===== src/rtl/servo_pwm_gen_if.sv =====
// Control/status bundle between the PWM generator and its register front end.
// master drives the configuration; slave is the generator itself.
interface servo_pwm_gen_if #(
  parameter int CNT_W = 28
) ();
  logic             enable;
  logic [CNT_W-1:0] cfg_period;
  logic [CNT_W-1:0] cfg_duty;
  logic             cfg_load;
  logic             pwm_out;
  logic             period_start;
  logic             cfg_pending;
  logic             failsafe;
  logic [CNT_W-1:0] active_duty;

  modport master (
    output enable, cfg_period, cfg_duty, cfg_load,
    input  pwm_out, period_start, cfg_pending, failsafe, active_duty
  );

  modport slave (
    input  enable, cfg_period, cfg_duty, cfg_load,
    output pwm_out, period_start, cfg_pending, failsafe, active_duty
  );
endinterface


===== src/rtl/servo_pwm_gen.sv =====
// Servo/ESC PWM generator: double-buffered period/duty committed on period
// boundaries, duty clamped to servo limits, watchdog-driven neutral failsafe.
module servo_pwm_gen #(
  parameter int CNT_W          = 28,
  parameter int DEFAULT_PERIOD = 1000000,
  parameter int DEFAULT_DUTY   = 75000,
  parameter int MIN_DUTY       = 50000,
  parameter int MAX_DUTY       = 100000,
  parameter int WDOG_PERIODS   = 25
) (
  input  logic             clk,
  input  logic             reset,
  servo_pwm_gen_if.slave   bus
);
  localparam int WD_W = $clog2(WDOG_PERIODS + 1);
  localparam logic [CNT_W-1:0] DEF_P   = CNT_W'(DEFAULT_PERIOD);
  localparam logic [CNT_W-1:0] DEF_D   = CNT_W'(DEFAULT_DUTY);
  localparam logic [CNT_W-1:0] MIN_D   = CNT_W'(MIN_DUTY);
  localparam logic [CNT_W-1:0] MAX_D   = CNT_W'(MAX_DUTY);
  localparam logic [CNT_W-1:0] P_FLOOR = CNT_W'(2);
  localparam logic [CNT_W-1:0] ONE     = CNT_W'(1);
  localparam logic [WD_W-1:0]  WD_MAX  = WD_W'(WDOG_PERIODS);
  localparam logic [WD_W-1:0]  WD_LAST = WD_W'(WDOG_PERIODS - 1);

  logic [CNT_W-1:0] cnt_q, cnt_d;
  logic [CNT_W-1:0] act_period_q, act_period_d;
  logic [CNT_W-1:0] act_duty_q, act_duty_d;
  logic [CNT_W-1:0] shd_period_q, shd_period_d;
  logic [CNT_W-1:0] shd_duty_q, shd_duty_d;
  logic [WD_W-1:0]  wdog_q, wdog_d;
  logic             pending_q, pending_d;
  logic             failsafe_q, failsafe_d;
  logic             pwm_q, pwm_d;

  logic             running, boundary, start_commit, wdog_expire, bypass;
  logic [CNT_W-1:0] src_period, src_duty, new_period, new_duty, eff_duty;

  function automatic logic [CNT_W-1:0] clamp_period(input logic [CNT_W-1:0] p);
    return (p < P_FLOOR) ? P_FLOOR : p;
  endfunction

  // Duty is bounded by the servo limits first, then never allowed past the period.
  function automatic logic [CNT_W-1:0] clamp_duty(input logic [CNT_W-1:0] d,
                                                  input logic [CNT_W-1:0] p);
    logic [CNT_W-1:0] r;
    r = d;
    if (r < MIN_D) r = MIN_D;
    else if (r > MAX_D) r = MAX_D;
    if (r > p) r = p;
    return r;
  endfunction

  always_comb begin
    running      = bus.enable;
    boundary     = running && (cnt_q == act_period_q - ONE);
    // Pending at count 0 can only mean the counter was parked while a load arrived.
    start_commit = running && pending_q && (cnt_q == '0);
    wdog_expire  = boundary && !bus.cfg_load && (wdog_q >= WD_LAST);
    bypass       = boundary && bus.cfg_load;
    src_period   = bypass ? bus.cfg_period : shd_period_q;
    src_duty     = bypass ? bus.cfg_duty   : shd_duty_q;
    new_period   = clamp_period(src_period);
    new_duty     = clamp_duty(src_duty, new_period);
    eff_duty     = start_commit ? new_duty : act_duty_q;

    cnt_d        = cnt_q;
    act_period_d = act_period_q;
    act_duty_d   = act_duty_q;
    shd_period_d = shd_period_q;
    shd_duty_d   = shd_duty_q;
    wdog_d       = wdog_q;
    pending_d    = pending_q;
    failsafe_d   = failsafe_q;
    pwm_d        = running && (cnt_q < eff_duty);

    if (!running)      cnt_d = '0;
    else if (boundary) cnt_d = '0;
    else               cnt_d = cnt_q + ONE;

    if (bus.cfg_load) begin
      shd_period_d = bus.cfg_period;
      shd_duty_d   = bus.cfg_duty;
      pending_d    = 1'b1;
      wdog_d       = '0;
    end else if (boundary && (wdog_q != WD_MAX)) begin
      wdog_d = wdog_q + WD_W'(1);
    end

    if (wdog_expire) begin
      act_period_d = DEF_P;
      act_duty_d   = DEF_D;
      failsafe_d   = 1'b1;
      pending_d    = 1'b0;
    end else if ((boundary && (bus.cfg_load || pending_q)) || start_commit) begin
      act_period_d = new_period;
      act_duty_d   = new_duty;
      failsafe_d   = 1'b0;
      pending_d    = start_commit && bus.cfg_load;
    end
  end

  always_ff @(posedge clk) begin
    if (reset) begin
      cnt_q        <= '0;
      act_period_q <= DEF_P;
      act_duty_q   <= DEF_D;
      shd_period_q <= DEF_P;
      shd_duty_q   <= DEF_D;
      wdog_q       <= '0;
      pending_q    <= 1'b0;
      failsafe_q   <= 1'b0;
      pwm_q        <= 1'b0;
    end else begin
      cnt_q        <= cnt_d;
      act_period_q <= act_period_d;
      act_duty_q   <= act_duty_d;
      shd_period_q <= shd_period_d;
      shd_duty_q   <= shd_duty_d;
      wdog_q       <= wdog_d;
      pending_q    <= pending_d;
      failsafe_q   <= failsafe_d;
      pwm_q        <= pwm_d;
    end
  end

  assign bus.pwm_out      = pwm_q;
  assign bus.period_start = running && !reset && (cnt_q == '0);
  assign bus.cfg_pending  = pending_q;
  assign bus.failsafe     = failsafe_q;
  assign bus.active_duty  = act_duty_q;
endmodule


===== src/flat_wrapper.sv =====
// flat-port wrapper written by rule: the top's interface ports become plain ports
module servo_pwm_gen_flat 
#(
  parameter int CNT_W          = 28,
  parameter int DEFAULT_PERIOD = 1000000,
  parameter int DEFAULT_DUTY   = 75000,
  parameter int MIN_DUTY       = 50000,
  parameter int MAX_DUTY       = 100000,
  parameter int WDOG_PERIODS   = 25
)
  (clk, reset, bus_enable, bus_cfg_period, bus_cfg_duty, bus_cfg_load, bus_pwm_out, bus_period_start, bus_cfg_pending, bus_failsafe, bus_active_duty);
  servo_pwm_gen_if #(.CNT_W(CNT_W)) bus_i ();
  input  logic clk;
  input  logic reset;
  input wire logic [$bits(bus_i.enable)-1:0] bus_enable;
  input wire logic [$bits(bus_i.cfg_period)-1:0] bus_cfg_period;
  input wire logic [$bits(bus_i.cfg_duty)-1:0] bus_cfg_duty;
  input wire logic [$bits(bus_i.cfg_load)-1:0] bus_cfg_load;
  output wire logic [$bits(bus_i.pwm_out)-1:0] bus_pwm_out;
  output wire logic [$bits(bus_i.period_start)-1:0] bus_period_start;
  output wire logic [$bits(bus_i.cfg_pending)-1:0] bus_cfg_pending;
  output wire logic [$bits(bus_i.failsafe)-1:0] bus_failsafe;
  output wire logic [$bits(bus_i.active_duty)-1:0] bus_active_duty;
  assign bus_i.enable = bus_enable;
  assign bus_i.cfg_period = bus_cfg_period;
  assign bus_i.cfg_duty = bus_cfg_duty;
  assign bus_i.cfg_load = bus_cfg_load;
  assign bus_pwm_out = bus_i.pwm_out;
  assign bus_period_start = bus_i.period_start;
  assign bus_cfg_pending = bus_i.cfg_pending;
  assign bus_failsafe = bus_i.failsafe;
  assign bus_active_duty = bus_i.active_duty;
  servo_pwm_gen #(.CNT_W(CNT_W), .DEFAULT_PERIOD(DEFAULT_PERIOD), .DEFAULT_DUTY(DEFAULT_DUTY), .MIN_DUTY(MIN_DUTY), .MAX_DUTY(MAX_DUTY), .WDOG_PERIODS(WDOG_PERIODS)) u_core (.clk(clk), .reset(reset), .bus(bus_i));
endmodule

===== config.mk =====
export PLATFORM = sky130hd
export DESIGN_NAME = servo_pwm_gen_flat
export DESIGN_NICKNAME = d
export VERILOG_FILES = /design/src/rtl/servo_pwm_gen_if.sv /design/src/rtl/servo_pwm_gen.sv /design/src/flat_wrapper.sv
export SDC_FILE = /design/constraint.sdc
export NUM_CORES = 1
export LEC_CHECK = 0
export ABC_AREA = 1
export ABC_CLOCK_PERIOD_IN_PS = 6500
export CAP_MARGIN = 30
export CORE_MARGIN = 5
export CORE_UTILIZATION = 40
export DETAILED_ROUTE_END_ITERATION = 16
export GPL_TIMING_DRIVEN = 0
export SLEW_MARGIN = 10
export SYNTH_ARGS = -nofsm -noshare
export SYNTH_HDL_FRONTEND = slang
export SYNTH_SLANG_ARGS = --single-unit

===== constraint.sdc =====
create_clock -name clk -period 6.5 [get_ports clk]
set_clock_uncertainty 0.15 [all_clocks]
set_input_delay 1.95 -clock clk [delete_from_list [all_inputs] [get_ports clk]]
set_output_delay 1.95 -clock clk [all_outputs]
set_load 0.03 [all_outputs]

==> Yosys cells after proc, flatten, opt, wreduce, memory -nomap -nowiden <==
Cells that the tools add are included.
{ "totals": {"regBits": 148, "latch_bits": 0, "mem_bits_rw": 0, "romBits": 0, "inputBits": 60, "output_inout_bits": 32, "elab_cells": 54, "memories": 0} }
{ "classes": {"n_addsub": 3, "n_mul": 0, "div": 0, "order_cmp": 6, "eq_ne": 2, "shift": 0, "muxes": 11, "bitwise_logic": 1, "reduce_logical": 22} }
{ "ops": {"columns": ["cell", "n"], "rows": [
  ["$mux 28", 7],
  ["$add 28x1->28 const B", 1],
  ["$eq 28x28->1", 1],
  ["$gt 28x17->1 const B", 1],
  ["$gt 28x28->1", 1],
  ["$logic_not 28->1", 1],
  ["$lt 28x16->1 const B", 1],
  ["$lt 28x2->1 const B", 1],
  ["$lt 28x28->1", 1],
  ["$sub 28x1->28 const B", 1],
  ["$logic_and 1x1->1", 12],
  ["$add 5x1->5 const B", 1],
  ["$ge 5x5->1 const B", 1],
  ["$ne 5x5->1 const B", 1],
  ["$mux 1", 4],
  ["$reduce_bool 2->1", 2],
  ["$reduce_or 2->1", 2],
  ["$reduce_or 3->1", 1],
  ["$logic_not 1->1", 2],
  ["$logic_or 1x1->1", 2],
  ["$not 1->1", 1]
]} }

==> Logic depth before layout (Yosys ltp) <==
Gate-level depths: netlist of the first run.
{ "logic_depth": {"depth_word": 13, "depth_mapped": 53, "depth_no_buf": 49} }

==> Worst setup path after synthesis of the first run <==
No wires, ideal clock.
{ "synth_path": {"path_type": "input port to flip-flop", "from": "input bus_enable", "to": "register u_core.pwm_q (netlist: u_core.bus.pwm_out)", "setup_time_ps": 70, "t_arrival_ps": 6706, "required_time_ps": 6280, "path_slack_ps": -425, "cell_stages": 44, "path_buffers": 4, "cell_sequence": "nand2_1 > a21oi_1 > nand2_1 > nor2_1 > nand2_1 > nor2_1 > nand2_1 > nor2_1 > nand2_1 > nor2_2 > nand3_1 > buf_2 > nand2_1 > nand2_1 > nor2_1 > nand2_1 > nor2_1 > inv_1 > [... 8 more ...] > a21oi_1 > o21ai_0 > a21oi_1 > o211ai_1 > a21oi_1 > o21ai_0 > o21ai_1 > buf_2 > buf_1 > o21ai_1 > mux2i_1 > ha_1 > a21oi_1 > nand3b_1 > a21oi_1 > a2111oi_0 > nand2_1 > a21oi_1"} }
{ "synth_between": {"elab_chain_cells": 11, "word_cells_on_any_way": 17, "cone_classes": "order compare: 5; mux: 7; reduce/logical: 5"} }
{ "synth_rtl": {"columns": ["item", "line", "rtl"], "rows": [
  ["start, declared", "flat_wrapper.sv:15", "input wire logic [$bits(bus_i.enable)-1:0] bus_enable;"],
  ["$logic_and 1x1->1", "servo_pwm_gen.sv:55", "boundary = running && (cnt_q == act_period_q - ONE);"],
  ["$logic_and 1x1->1", "servo_pwm_gen.sv:59", "bypass = boundary && bus.cfg_load;"],
  ["$mux 28", "servo_pwm_gen.sv:61", "src_duty = bypass ? bus.cfg_duty : shd_duty_q;"],
  ["$gt 28x17->1", "servo_pwm_gen.sv:48", "else if (r > MAX_D) r = MAX_D;"],
  ["$mux 28", "servo_pwm_gen.sv:48", null],
  ["$mux 28", "servo_pwm_gen.sv:47", "if (r < MIN_D) r = MIN_D;"],
  ["$gt 28x28->1", "servo_pwm_gen.sv:49", "if (r > p) r = p;"],
  ["$mux 28", "servo_pwm_gen.sv:49", null],
  ["$mux 28", "servo_pwm_gen.sv:64", "eff_duty = start_commit ? new_duty : act_duty_q;"],
  ["$lt 28x28->1", "servo_pwm_gen.sv:74", "pwm_d = running && (cnt_q < eff_duty);"],
  ["$logic_and 1x1->1 (*)", "servo_pwm_gen.sv:74", null],
  ["end signal, assigned", "servo_pwm_gen.sv:122", "pwm_q <= pwm_d;"],
  ["end, declared", "servo_pwm_gen.sv:33", "logic pwm_q, pwm_d;"]
]} }
Mark *: on every way between the ends. The rest lies on a longest branch, timed or not.
A chain may end at the register's enable or synchronous reset.

==> Final worst setup path of the first run <==
Ends and elaborated chain as after synthesis.

==> flow_summary.toml, run 1 <==
[cells_and_area]
fin_cells = 2038
area_growth_pct = 27.5
fin_util = 0.521
drive_above_1_share = 0.114
nNetsFinal = 1822
diodes = 0

[clocking]
htreeDepth = 4
clockBufferDepth = 2
cts_made_buffers = 17
insertion_delay_ns = 0.45
path_clk_slew_ns = 0.08
cts.sinks = 148
cts_tree = "done"
holdBufCountCts = 0
cts-root-buf = "clkbuf_16"

[sta]
hold_violations = 0
period_share = 1.12
rsz0062_at_grt = "yes"
period_needed_ns = 7.30
fin_ws_ns = -0.804
fmax_mhz = 137
finalSetupViolations = 1
maxSlewHeadroom = 0.475
whs_ns = 0.314
tightest_slew_ns = 0.787
slew_violations = 0

[placement]
dp_slack_ns = -2.64
gp_routability_congestion = 0.922
port_buffers = 90
placed_cells = 1971
place_hpwl_mm = 26.4

[worst_setup_path]
crit_slowest_cell = "ha_1"
crit_required_ns = 6.73
critPathArrivalTime_ns = 7.53
end_kind = "flop"
cp_max_fo = 6
max_stage_delay_ns = 0.32
worst-path-buf-inv = 8
critPathKind = "input port to flop"
startpoint_type = "input port"
crit_top_cell = "nand2_1"
crit_family = "simple AND/OR/NAND/NOR gates"

[routing]
dr.pass1.iters = 5
wire_per_inst_um = 16.9
wirelength_mm = 34.4
via_per_inst = 5.26
first_iter_violations = 735
drc_errors = 0
ant_nets = 0
via_count = 10710

[run_status]
violations = "setup timing"
status = "finished with violations"

[die]
io_pins = 92
dieArea_um2 = 28300
die_w_um = 168
start_util = 0.409
die_h_um = 168
core_region_area_um2 = 24500
rows = 57

[global_routing]
antenna_found_initial = 0
overflow = 0
grt_max_degree = 17
grt_pass1_wl_mm = 53.9
grt_pass1_vias = 10063
grt_use_total = 0.239

[pwr]
irDropWorstVdd_mv = 0.138
switchingPower_mw = 0.872
pwr-share-clk = 0.392
finalPower_mw = 2.60
pwr-share-comb = 0.223
swShare = 0.336
p_leak_nw = 5.81
power.internal_mw = 1.72
pwr-share-seq = 0.384
power_density_nw_per_um2 = 204

[job]
max_cap_violations = 0

[synth]
synth_area_per_cell_um2 = 6.46
synth.yosys.seq_area_share = 0.296
synth_seq_cells = 148
synth_flop_cell = "dfxtp_1"
yosys_warnings = 0
ys_types = 51
synth_enable_flop_cells = 0
synthArstFlopShare = 0
syn_area_um2 = 10000
synthCells = 1547

[worst_hold_path]
hold_class = "flop to flop"
synthesized netlist by cell type, types with 2 or more instances:
master | instances | share of area
nand2_1 | 371 | 0.14
inv_1 | 186 | 0.070
dfxtp_1 | 148 | 0.30
nor2_1 | 144 | 0.054
o21ai_0 | 130 | 0.065
a21oi_1 | 120 | 0.060
nand3_1 | 68 | 0.034
ha_1 | 61 | 0.076
clkbuf_1 | 49 | 0.018
o21ai_1 | 40 | 0.020
nand4_1 | 32 | 0.020
o211ai_1 | 22 | 0.017
xor2_1 | 19 | 0.017
nor3_1 | 17 | 0.0085
nor2_2 | 16 | 0.010
inv_2 | 14 | 0.0053
mux2i_1 | 11 | 0.011
nor3b_1 | 11 | 0.0083
nor4_1 | 9 | 0.0056
o21bai_1 | 8 | 0.0060
buf_2 | 6 | 0.0030
buf_6 | 6 | 0.0068
nand2_2 | 6 | 0.0038
o21a_1 | 6 | 0.0045
xnor2_1 | 6 | 0.0053
a211oi_1 | 5 | 0.0038
nand3b_1 | 5 | 0.0038
a31oi_1 | 2 | 0.0013
and3_1 | 2 | 0.0013
nand3_2 | 2 | 0.0020
nor2_8 | 2 | 0.0040
o21ai_2 | 2 | 0.0018
o221ai_1 | 2 | 0.0018
o31ai_1 | 2 | 0.0015
worst paths after layout:
| path | cells past startpoint | start | slack (ns) | end |
|---|---|---|---|---|
| min reg2reg | 2 | u_core.shd_duty_q[5] | 0.31 | u_core.shd_duty_q[5] |
| min | 2 | u_core.shd_duty_q[5] | 0.31 | u_core.shd_duty_q[5] |
| max | 43 | bus_enable | -0.80 | u_core.bus.pwm_out |
| max reg2reg | 44 | u_core.act_period_q[0] | -0.51 | u_core.bus.pwm_out |
power by group through the flow:
stage          registers (mW)  logic [mW]  clock network (mW)
2_1_floorplan            1.02       0.321                   0
3_3_place_gp             1.01       0.506                   0
3_5_place_dp             1.02       0.512                   0
4_1_cts                 0.996       0.548                1.02
5_1_grt                  1.00       0.641                1.06
6_report                0.998       0.579                1.02
layout make-up:
| cell class | count | area (µm²) |
|---|---|---|
| plain buffers | 63 | 358 |
| clock buffers | 18 | 429 |
| clock inverters | 14 | 155 |
| fillers | 2456 | 11700 |
| inverters | 202 | 776 |
| multi-input cells | 1144 | 6380 |
| flip-flops and latches | 148 | 2960 |
| well taps | 324 | 405 |
| repair buffers | 125 | 1270 |
cells in the final DEF, fill, tap and decap left out, types with 38 or more instances in the layout:
cell | synthesis | final
nand2_1 | 371 | 352
nor2_1 | 144 | 132
dfxtp_1 | 148 | 148
inv_1 | 186 | 184
o21ai_0 | 130 | 120
o21ai_1 | 40 | 38
nand3_1 | 68 | 65
clkdlybuf4s50_1 | 0 | 89
ha_1 | 61 | 59
a21oi_1 | 120 | 112
clkbuf_1 | 49 | 47
repair_timing:
item,in CTS,in global routing
gates resized for setup,75,51
gates cloned,3,0
pin swaps,43,22
buffers inserted,22,11
endpoints found under the setup margin,29,27
state kept, by name (all words and copies together) (netlist names):
signal,count
u_core.bus.failsafe,1
u_core.act_period_q,28
u_core.bus.active_duty,28
u_core.bus.pwm_out,1
u_core.cnt_q,28
u_core.bus.cfg_pending,1
u_core.shd_period_q,28
u_core.wdog_q,5
u_core.shd_duty_q,28
through the flow:
step	setup TNS, ns	cell area, µm²
2_1_floorplan	-0.212	10100
3_3_place_gp	-40.79	11400
3_5_place_dp	-38.14	11400
4_1_cts	-0.832	12500
5_1_grt	-1.25	12700
6_report	-0.804	12700
logic make-up after synthesis:
family,Yosys count,synth area share
compound gates,343,0.186
other cells,1,0.000375
flops,148,0.296
simple gates,693,0.303
xor+xnor,25,0.0219
fa+ha+maj,61,0.0763
mux,11,0.0110
buf+inv,265,0.106
metal layers:
metal | global-route usage | wire length, µm | up-vias
met3 | 0.0326 | 1860 | 49
li1 | - | - | 5395
met2 | 0.404 | 16300 | 281
met5 | 0 | 0 | -
met1 | 0.316 | 15500 | 4985
met4 | 0.0737 | 755 | 0
worst register-to-register path: cells and delay by family (launching register included):
family                   cells  cell delay, ns
adder cells (fa/ha/maj)      3            0.90
AO/OA/AOI/OAI                7            1.15
AND/OR/NAND/NOR             27            3.44
buffers and inverters        6            0.89
multiplexers                 1            0.10
flip-flops                   1            0.31
Power figures use the tool's default switching activity.
==> run 2: changes to the inputs <==
--- a/config.mk
+++ b/config.mk
@@ -6,7 +6,7 @@
 export NUM_CORES = 1
 export LEC_CHECK = 0
 export ABC_AREA = 1
-export ABC_CLOCK_PERIOD_IN_PS = 6500
+export ABC_CLOCK_PERIOD_IN_PS = 8000
 export CAP_MARGIN = 30
 export CORE_MARGIN = 5
 export CORE_UTILIZATION = 40
==> constraint.sdc (replaced) <==
create_clock -name clk -period 8 [get_ports clk]
set_clock_uncertainty 0.15 [all_clocks]
set_input_delay 2.4 -clock clk [delete_from_list [all_inputs] [get_ports clk]]
set_output_delay 2.4 -clock clk [all_outputs]
set_load 0.03 [all_outputs]
==> run 2 against run 1 <==
Effect of this change:
- the run now ends clean
- worst setup slack better by 1.1 ns
- critical path type unchanged
- core utilization fell by 0.26 points
- final cell count decreased by 0.44%
- non-clock buffer count down 9
- combinational power fell by 19%
- final area shrank 0.50%
- worst hold slack worse by 0.0031 ns
- clock power decreased by 21%
- sequential power down 19%
- via count rose by 0.40%
- sequential share of layout area is 0.12 points higher
==> flow_summary.toml, run 2 (synthesized netlist as in run 1, its figures left out) <==
[run_status]
status = "finished, final reports clean"

[routing]
via_per_inst = 5.30
wire_per_inst_um = 16.9
drc_errors = 0
via_count = 10753
ant_nets = 0
dr.pass1.iters = 6
wirelength_mm = 34.3
first_iter_violations = 788

[cells_and_area]
layout_common_cells = "357 x nand2_1, 185 x inv_1, 148 x dfxtp_1, 136 x nor2_1, 120 x o21ai_0"
nFillCells = 2482
area_growth_pct = 26.8
regArea_um2 = 2960
multiInputGateArea_um2 = 6390
drive_above_1_share = 0.109
design_area_um2 = 12700
fin_util = 0.518
layout_commonest_cell = "nand2_1"
diodes = 0
nNetsFinal = 1813

[pwr]
swShare = 0.343
switchingPower_mw = 0.716
irDropWorstVdd_mv = 0.135
power_density_nw_per_um2 = 165
pwr-share-clk = 0.387
pwr-share-comb = 0.224
power.internal_mw = 1.37
pwr-share-seq = 0.389
p_leak_nw = 5.78

[global_routing]
grt_max_degree = 18
grt_pass1_wl_mm = 53.4
overflow = 0
grt_pass1_vias = 10134
grt_use_total = 0.235
antenna_found_initial = 0

[sta]
fmax_mhz = 130
period_share = 0.963
tightest_slew_ns = 0.785
finalSetupViolations = 0
slew_violations = 0
hold_violations = 0
whs_ns = 0.311
setup_tns_ns = 0
period_needed_ns = 7.70
fin_ws_ns = 0.296
maxSlewHeadroom = 0.475

[clocking]
cts_tree = "done"
path_clk_slew_ns = 0.07
clockBufferDepth = 2
cts_made_buffers = 17
insertion_delay_ns = 0.44
holdBufCountCts = 0
cts-root-buf = "clkbuf_16"
cts.sinks = 148
htreeDepth = 4

[worst_setup_path]
max_stage_delay_ns = 0.35
startpoint_type = "input port"
rr_startpoint = "u_core.act_period_q[0]"
crit_top_cell = "nand2_1"
critPathKind = "input port to flop"
reg2reg_slack_ns = 1.20
critPathArrivalTime_ns = 7.93
crit_required_ns = 8.22
crit_slowest_cell = "ha_1"
cp_max_fo = 6
end_kind = "flop"
rr_worst_depth = 49
worstReg2RegEnd = "u_core.bus.pwm_out"

[job]
max_cap_violations = 0

[die]
dieArea_um2 = 28300
die_h_um = 168
die_w_um = 168
io_pins = 92
rows = 57
start_util = 0.409
core_region_area_um2 = 24500

[worst_hold_path]
holdCritStartpoint = "u_core.shd_period_q[0]"
hold_depth = 2
hold_end = "u_core.shd_period_q[0]"
hold_class = "flop to flop"

[placement]
dpl_cell_area_um2 = 11300
port_buffers = 90
place_hpwl_mm = 26.5
dp_slack_ns = -1.93
gp_routability_congestion = 0.925
==> run 2: power groups by stage <==
stage / Combinational (mW) / Sequential (mW) / Clock [mW]
after floorplan: 0.257 / 0.832 / 0
after global placement: 0.405 / 0.825 / 0
after detailed placement: 0.410 / 0.826 / 0
after CTS: 0.433 / 0.809 / 0.819
after global routing: 0.516 / 0.815 / 0.851
final: 0.467 / 0.811 / 0.808
==> run 2: layer usage <==
metal	up-vias	track usage	routed length, µm
met5	-	0	0
met4	0	0.0752	940
met3	50	0.0347	1940
met2	350	0.392	16000
met1	4989	0.314	15500
li1	5364	-	-
==> run 2: layout make-up <==
type | instances | area share
clock buffers | 17 | 0.0336
repair buffers | 116 | 0.0941
flip-flops and latches | 148 | 0.234
multi-input cells | 1144 | 0.504
clock inverters | 15 | 0.0124
plain buffers | 63 | 0.0300
well taps | 324 | 0.0320
inverters | 202 | 0.0604
==> run 2: worst max-delay path: cells and delay by family <==
kind	cells	cell delay, ns
adders and majority gates	2	0.58
AOI/OAI and AO/OA	16	1.86
and+or+nand+nor	23	2.14
buffers and inverters	7	0.91
==> run 2: worst max-delay path by stage <==
stage	startpoint	end	slack, ns	cells past startpoint
after floorplan	bus_enable	u_core.bus.pwm_out	0.62	44
after global placement	bus_enable	u_core.bus.pwm_out	-1.93	45
after detailed placement	bus_enable	u_core.bus.pwm_out	-1.93	45
after CTS	bus_enable	u_core.bus.pwm_out	0.005	43
after global routing	bus_enable	u_core.bus.pwm_out	-0.04	44
final	bus_enable	u_core.bus.pwm_out	0.30	48
==> run 2: stage by stage <==
stage               std cells  total power [mW]
floorplan                1557              1.09
global placement         1971              1.23
detailed placement       1971              1.24
CTS                      2019              2.06
global route             2029              2.18
finish                   2029              2.09
==> run 2: repair_timing <==
action	CTS	global route
resized for setup	54	80
pin swaps	23	48
setup endpoints to repair	11	1
cloned	0	3
buffers inserted	17	7
==> run 3: changes to the inputs <==
--- a/config.mk
+++ b/config.mk
@@ -10,8 +10,9 @@
 export CAP_MARGIN = 30
 export CORE_MARGIN = 5
 export CORE_UTILIZATION = 40
+export CTS_CLUSTER_SIZE = 28
 export DETAILED_ROUTE_END_ITERATION = 16
-export GPL_TIMING_DRIVEN = 0
+export GPL_TIMING_DRIVEN = 1
 export SLEW_MARGIN = 10
 export SYNTH_ARGS = -nofsm -noshare
 export SYNTH_HDL_FRONTEND = slang
==> run 3 against run 2 <==
Effect of this change:
- final area up 2.1%
- combinational power up 3%
- sequential share of layout area down 0.48 points
- critical endpoint unchanged
- largest power group is now the clock network
==> flow_summary.toml, run 3 (synthesized netlist as in run 1, its figures left out) <==
[sta]
hold_violations = 0
finalSetupViolations = 0
maxSlewHeadroom = 0.471
fmax_mhz = 134
tightest_slew_ns = 0.789
period_needed_ns = 7.48
rsz0062_at_grt = "no"
setup_tns_ns = 0
fin_ws_ns = 0.517
slew_violations = 0
whs_ns = 0.311
period_share = 0.935

[worst_setup_path]
crit_slowest_cell = "ha_1"
rr_worst_depth = 44
critPathKind = "input port to flop"
critPathArrivalTime_ns = 7.70
crit_top_cell = "nand2_1"
crit_required_ns = 8.22
startpoint_type = "input port"
cp_max_fo = 7
max_stage_delay_ns = 0.36
end_kind = "flop"

[clocking]
cts_made_buffers = 17
path_clk_slew_ns = 0.07
cts.sinks = 148
cts_tree = "done"
insertion_delay_ns = 0.44
cts-root-buf = "clkbuf_16"
clockBufferDepth = 2
htreeDepth = 4

[global_routing]
antenna_found_initial = 0
grt_max_degree = 88
grt_use_total = 0.215
overflow = 0
grt_pass1_vias = 9688
grt_pass1_wl_mm = 49.6

[pwr]
finalPower_mw = 2.19
switchingPower_mw = 0.693
pwr-share-comb = 0.218
pwr-share-seq = 0.369
power.internal_mw = 1.50
irDropWorstVdd_mv = 0.110
swShare = 0.316
p_leak_nw = 6.15
pwr-share-clk = 0.413
power_density_nw_per_um2 = 170

[placement]
port_buffers = 91
placed_cells = 2034
dp_slack_ns = -0.568
place_hpwl_mm = 24.0
gp_routability_congestion = 0.955
dpl_cell_area_um2 = 12000

[cells_and_area]
nNetsFinal = 1857
drive_above_1_share = 0.134
layout_commonest_cell = "nand2_1"
fin_cells = 2073
diodes = 0
area_growth_pct = 29.5
fin_util = 0.529
design_area_um2 = 12900
layout_common_cells = "368 x nand2_1, 186 x inv_1, 148 x dfxtp_1, 139 x nor2_1, 127 x o21ai_0"

[die]
die_w_um = 168
die_h_um = 168
core_region_area_um2 = 24500
start_util = 0.409
rows = 57
dieArea_um2 = 28300
io_pins = 92

[job]
max_cap_violations = 0

[worst_hold_path]
hold_class = "flop to flop"
hold_depth = 2

[run_status]
status = "finished, final reports clean"

[routing]
via_per_inst = 5.05
dr.pass1.iters = 5
first_iter_violations = 716
via_count = 10468
wirelength_mm = 31.3
wire_per_inst_um = 15.1
ant_nets = 0
drc_errors = 0
## run 3: critical path: cells and delay by family
family | cells | cell delay (ns)
compound gates | 15 | 1.98
fa+ha+maj | 2 | 0.67
buf+inv | 5 | 0.62
simple gates | 24 | 2.02
## run 3: power by group through the flow
stage / registers, mW / logic (mW) / clock network, mW
after floorplan: 0.832 / 0.257 / 0
after global placement: 0.825 / 0.446 / 0
after detailed placement: 0.825 / 0.450 / 0
after CTS: 0.808 / 0.454 / 0.921
after global routing: 0.814 / 0.535 / 0.945
final: 0.809 / 0.479 / 0.906
## run 3: layout make-up
cell class / instances / area [µm²]
fillers: 2446 / 11500
multi-input cells: 1144 / 6130
flip-flops and latches: 148 / 2960
repair buffers: 223 / 2040
inverters: 202 / 763
clock buffers: 18 / 439
well taps: 324 / 405
clock inverters: 14 / 209
## run 3: worst paths after layout
kind	slack, ns	from	to
worst max-delay path	0.52	bus_enable	u_core.bus.pwm_out
worst min-delay path	0.31	u_core.shd_period_q[0]	u_core.shd_period_q[0]
worst max register to register	1.05	u_core.act_period_q[5]	u_core.bus.pwm_out
worst min register to register	0.31	u_core.shd_period_q[0]	u_core.shd_period_q[0]
## run 3: per-layer routing
layer | GRT usage | part of all wire | routed length, µm
met5 | 0 | 0 | 0
met4 | 0.0646 | 0.023 | 720
met3 | 0.0324 | 0.053 | 1660
met2 | 0.343 | 0.45 | 14100
met1 | 0.300 | 0.47 | 14800
## run 3: timing repair
item	in CTS	in global routing
pin swaps	0	11
hold buffers	0	0
gates cloned	0	4
gates resized for setup	3	27
buffers inserted	0	3
endpoints found under the setup margin	1	1
